--- config.mk ---
export PLATFORM = sky130hd
export DESIGN_NAME = vanilla_scoreboard
export DESIGN_NICKNAME = d
export VERILOG_FILES = /design/src/rtl/bsg_vanilla_pkg.sv /design/src/rtl/vanilla_scoreboard_clear_decode.sv /design/src/rtl/vanilla_scoreboard.sv
export SDC_FILE = /design/constraint.sdc
export NUM_CORES = 1
export LEC_CHECK = 0
export CELL_PAD_IN_SITES_DETAIL_PLACEMENT = 1
export CELL_PAD_IN_SITES_GLOBAL_PLACEMENT = 1
export CORE_MARGIN = 4
export CORE_UTILIZATION = 40
export CTS_CLUSTER_DIAMETER = 120
export DETAILED_ROUTE_END_ITERATION = 6
export GPL_ROUTABILITY_DRIVEN = 0
export MAX_ROUTING_LAYER = met4
export PLACE_DENSITY_LB_ADDON = 0.1
export RECOVER_POWER = 100
export SETUP_SLACK_MARGIN = 0.3
export SYNTH_ARGS = -nofsm -noshare
export SYNTH_HDL_FRONTEND = slang
export SYNTH_HIERARCHICAL = 1
export SYNTH_SLANG_ARGS = --single-unit
export TNS_END_PERCENT = 50
--- constraint.sdc ---
create_clock -name clk_i -period 8.3 [get_ports clk_i]
set_clock_uncertainty 0.15 [all_clocks]
set_input_delay 1.66 -clock clk_i [delete_from_list [all_inputs] [get_ports clk_i]]
set_output_delay 1.66 -clock clk_i [all_outputs]
set_load 0.01 [all_outputs]
--- src/rtl/bsg_vanilla_pkg.sv ---
// Shared vanilla-core definitions: register address width, scoreboard clear-port
// indices, and the ID-stage instruction/decode structures.
package bsg_vanilla_pkg;

  localparam int reg_addr_width_gp = 5;

  typedef enum logic [0:0] {
    e_sb_clear_remote = 1'b0,
    e_sb_clear_idiv   = 1'b1
  } sb_clear_port_e;

  typedef struct packed {
    logic [6:0]                   funct7;
    logic [reg_addr_width_gp-1:0] rs2;
    logic [reg_addr_width_gp-1:0] rs1;
    logic [2:0]                   funct3;
    logic [reg_addr_width_gp-1:0] rd;
    logic [6:0]                   op;
  } instruction_s;

  typedef struct packed {
    logic read_rs1;
    logic read_rs2;
    logic write_rd;
    logic is_load_op;
    logic is_store_op;
    logic is_amo_op;
    logic is_idiv_op;
  } decode_s;

endpackage

--- src/rtl/vanilla_scoreboard_clear_decode.sv ---
// Converts the writeback clear ports into a one-hot mask of effective clears and
// their count; flags stale clears and duplicate targets (later port is dropped).
module vanilla_scoreboard_clear_decode
  #(parameter int els_p                = 32,
    parameter int num_clear_port_p     = 2,
    parameter int lg_els_p             = 5,
    parameter int clear_count_width_p  = 2)
  (input  logic [num_clear_port_p-1:0]               clear_i,
   input  logic [num_clear_port_p-1:0][lg_els_p-1:0] clear_id_i,
   input  logic [els_p-1:0]                          pending_i,
   output logic [els_p-1:0]                          clear_mask_o,
   output logic [clear_count_width_p-1:0]            clear_count_o,
   output logic                                      dup_err_o,
   output logic                                      stale_err_o);

  logic [num_clear_port_p-1:0] dup_vec;
  logic [num_clear_port_p-1:0] stale_vec;
  logic [num_clear_port_p-1:0] hit_vec;

  genvar gi;
  generate
    for (gi = 0; gi < num_clear_port_p; gi++) begin : g_port
      logic dup_match;

      // A port is a duplicate if any lower-numbered active port names the same register.
      always_comb begin
        dup_match = 1'b0;
        for (int j = 0; j < gi; j++) begin
          if (clear_i[j] && (clear_id_i[j] == clear_id_i[gi])) dup_match = 1'b1;
        end
      end

      assign dup_vec[gi]   = clear_i[gi] & dup_match;
      assign stale_vec[gi] = clear_i[gi] & ~pending_i[clear_id_i[gi]];
      assign hit_vec[gi]   = clear_i[gi] & pending_i[clear_id_i[gi]] & ~dup_match;
    end
  endgenerate

  always_comb begin
    clear_mask_o  = '0;
    clear_count_o = '0;
    for (int k = 0; k < num_clear_port_p; k++) begin
      if (hit_vec[k]) begin
        clear_mask_o[clear_id_i[k]] = 1'b1;
        clear_count_o = clear_count_o + clear_count_width_p'(1);
      end
    end
  end

  assign dup_err_o   = |dup_vec;
  assign stale_err_o = |stale_vec;

endmodule

--- src/rtl/vanilla_scoreboard.sv ---
// Integer-register scoreboard for the ID stage: RAW/WAW stall and outstanding-write count.
// Define VANILLA_SCOREBOARD_FORWARD_EN to let a same-cycle clear release the stall.
module vanilla_scoreboard
  import bsg_vanilla_pkg::*;
  #(parameter  int els_p            = 32,
    parameter  int num_clear_port_p = 2,
    localparam int lg_els_lp        = $clog2(els_p),
    localparam int count_width_lp   = $clog2(els_p + 1))
  (input  logic                                       clk_i,
   input  logic                                       reset_i,
   input  instruction_s                               instruction_i,
   input  decode_s                                    decode_i,
   input  logic                                       score_i,
   input  logic [num_clear_port_p-1:0]                clear_i,
   input  logic [num_clear_port_p-1:0][lg_els_lp-1:0] clear_id_i,
   output logic                                       dependency_o,
   output logic [els_p-1:0]                           pending_o,
   output logic [count_width_lp-1:0]                  pending_count_o,
   output logic                                       empty_o);

  localparam int clear_count_width_lp = $clog2(num_clear_port_p + 1);

  logic [els_p-1:0]                pending_r, pending_next;
  logic [count_width_lp-1:0]       count_r, count_next;
  logic [els_p-1:0]                score_mask, clear_mask, pending_dep;
  logic [clear_count_width_lp-1:0] clear_count;
  logic                            dup_err, stale_err;
  logic                            score_eff;

  logic [lg_els_lp-1:0] rs1_idx, rs2_idx, rd_idx;
  assign rs1_idx = instruction_i.rs1[lg_els_lp-1:0];
  assign rs2_idx = instruction_i.rs2[lg_els_lp-1:0];
  assign rd_idx  = instruction_i.rd[lg_els_lp-1:0];

  vanilla_scoreboard_clear_decode #(
    .els_p               (els_p),
    .num_clear_port_p    (num_clear_port_p),
    .lg_els_p            (lg_els_lp),
    .clear_count_width_p (clear_count_width_lp)
  ) clear_decode (
    .clear_i       (clear_i),
    .clear_id_i    (clear_id_i),
    .pending_i     (pending_r),
    .clear_mask_o  (clear_mask),
    .clear_count_o (clear_count),
    .dup_err_o     (dup_err),
    .stale_err_o   (stale_err)
  );

  assign score_eff = score_i & (instruction_i.rd != '0);

  always_comb begin
    score_mask = '0;
    if (score_eff) score_mask[rd_idx] = 1'b1;
  end

  // Score is OR'd after the clear so a same-register score and clear leaves the bit set.
  assign pending_next = (pending_r & ~clear_mask) | score_mask;
  assign count_next   = count_r + count_width_lp'(score_eff) - count_width_lp'(clear_count);

  always_ff @(posedge clk_i) begin
    if (reset_i) begin
      pending_r <= '0;
      count_r   <= '0;
    end else begin
      pending_r <= pending_next;
      count_r   <= count_next;
    end
  end

`ifdef VANILLA_SCOREBOARD_FORWARD_EN
  assign pending_dep = pending_r & ~clear_mask;
`else
  assign pending_dep = pending_r;
`endif

  assign dependency_o = (decode_i.read_rs1 & pending_dep[rs1_idx] & (instruction_i.rs1 != '0))
                      | (decode_i.read_rs2 & pending_dep[rs2_idx] & (instruction_i.rs2 != '0))
                      | (decode_i.write_rd & pending_dep[rd_idx]  & (instruction_i.rd  != '0));

  assign pending_o       = pending_r;
  assign pending_count_o = count_r;
  assign empty_o         = (count_r == '0);

  logic unused_fields;
  assign unused_fields = ^{instruction_i.funct7, instruction_i.funct3, instruction_i.op,
                           decode_i.is_load_op, decode_i.is_store_op,
                           decode_i.is_amo_op, decode_i.is_idiv_op};

`ifndef SYNTHESIS
  always_ff @(posedge clk_i) begin
    if (!reset_i) begin
      assert (!(score_i && dependency_o))
        else $error("vanilla_scoreboard: score issued while dependency is raised");
      assert (!dup_err)
        else $error("vanilla_scoreboard: two clear ports target the same register");
      assert (!stale_err)
        else $error("vanilla_scoreboard: clear of a register that is not pending");
    end
  end
`endif

endmodule

==> results by group <==
Status
  • Outcome: complete, no violations

STA
  • Worst slew pin tran: 1.16 ns
  • RSZ-0062 raised after global routing: false
  • Rel. slew slack: 22.5%
  • Final Cycle Share: 78.0%
  • Final min period: 6.47 ns
  • TNS Setup: 0 ns
  • # setup viols final: 0
  • Setup ws final: 1.83 ns
  • Final slew viol count: 0
  • Hold violation count in the final report: 0
  • Fmax achieved: 0.154 GHz

Power
  • Leakage: 1.79 nW
  • Power Dens Cells: 137 nW/um^2
  • IR drop worst, VDD: 0.000147 V

Layout
  • Antenna Cells: 0
  • Commonest cells after routing, fill and taps aside: 47 x nor2_1, 41 x dlygate4sd3_1, 38 x dfxtp_1
  • Register area: 761 sq um
  • Area of the multi-input gates: 2750 sq um
  • Most common cell after layout, fill and taps aside: nor2_1
  • Layout cells sized above 1: 9.54%
  • Layout Nets: 546
  • Fillers: 1099
  • Area Growth Syn to Fin: 21.0%

Synthesis
  • Post-Synthesis Cells: 436
  • Syn Std Cell Area: 3770 sq um
  • Syn nets: 501
  • Synth warn: 6
  • Mean Syn Cell Area: 8.64 sq um

Worst setup path
  • Kind of critical path: in -> out
  • Worst-path maximum fanout: 20
  • Critical path required time: 6.49 ns
  • Arrival @ worst endpoint: 4.66 ns
  • Crit start category: primary input
  • Crit end category: primary output

Floorplanning
  • Core Box Area: 9200 sq um
  • Row count: 35
  • Starting Density: 41.0%
  • DIE WIDTH: 105 um
  • Die area: 11000 sq um
  • Die Ht: 105 um
  • IO Count: 94

Clocking
  • Post-CTS Hold Fix Bufs: 0
  • Clock sink count: 38
  • Post-CTS Resized: 0
  • TritonCTS clock tree: yes
  • Clk Latency, worst-skew pair: 0.31 ns
  • Worst-path clk slew: 0.08 ns
  • CTS buffer count: 5
  • Number of H-tree levels: 2
  • Root Buffer: clkbuf_8
  • Postcts setup bufs: 0
  • CTS max path bufs: 2

Run
  • Max-cap violation count: 0

Place
  • Setup WS pre-CTS: 1.91 ns
  • DP HPWL: 10500 um
  • I/O Buffers: 72

Drt
  • DR vias: 3858
  • Post-DR wirelength/cell: 24.9 um
  • Final WL: 14700 um
  • Iter 0 DRT Violations: 262
  • 1st-pass router iterations: 5
  • Final ANT Viol Nets: 0
  • Vias per cell: 6.51
  • DRC: 0

Global route
  • Number of global-route vias before repair: 3879
  • Initial antenna violation count: 0
  • All-layer global routing usage: 27.0%
  • Pin count of the biggest net entering global routing: 39
  • First-pass GRT wire length: 22500 um
  • Grt total ovfl: 0

Worst hold path
  • Worst Hold Class: reg -> reg
## flip-flops by register name, summed over array words and instances (netlist names)
name and count:
pending_o 32, pending_count_o 6
## per-layer routing
| metal | GRT usage [%] | wire [um] | vias up |
|---|---|---|---|
| li1 | - | - | 1744 |
| met1 | 35.0 | 6170 | 1871 |
| met2 | 41.8 | 6720 | 212 |
| met3 | 6.11 | 1440 | 31 |
| met4 | 8.90 | 417 | 0 |
| met5 | - | 0 | - |
## power breakdown
part | internal (mW) | switching (mW)
logic | 0.107 | 0.116
clock network | 0.120 | 0.0741
registers | 0.196 | 0.0124
total | 0.423 | 0.203
## metrics by stage
stage | total power, mW | std cells | util (%) | area (sq um) | hold WS [ns]
after floorplan | 0.361 | 436 | - | 3770 | 0.391
after global placement | 0.435 | 585 | 48.5 | 4460 | 0.463
after detailed placement | 0.441 | 585 | 48.5 | 4460 | 0.481
after CTS | 0.638 | 593 | 50.0 | 4600 | 0.501
after global routing | 0.660 | 593 | 49.6 | 4560 | 0.534
final | 0.626 | 593 | 49.6 | 4560 | 0.490
## path summary, 6_finish.rpt
path,cells after the start,to,startpoint,slack [ns]
worst max register to register,15,pending_count_o[4],pending_o[2],4.28
worst max-delay path,8,dependency_o,instruction_i[7],1.83
worst min register to register,2,pending_count_o[0],pending_count_o[0],0.49
worst min-delay path,2,pending_count_o[0],pending_count_o[0],0.49
## area by class of cell
type	instances	share of cell area (%)
Clock buffer	5	1.51
Clock inverter	3	1.51
Inverter	10	0.824
Multi-Input combinational cell	352	60.3
Sequential cell	38	16.7
Tap cell	111	3.05
Timing Repair Buffer	74	16.1
## critical path: stages
cell and delay, ns:
dlygate4sd3_1 1.11, mux2_2 0.41, a22o_1 0.23, a221oi_1 0.21, a211oi_1 0.11, a31oi_1 0.26
nand4_1 0.16, clkdlybuf4s50_1 0.51
Power figures use the tool's default switching activity.
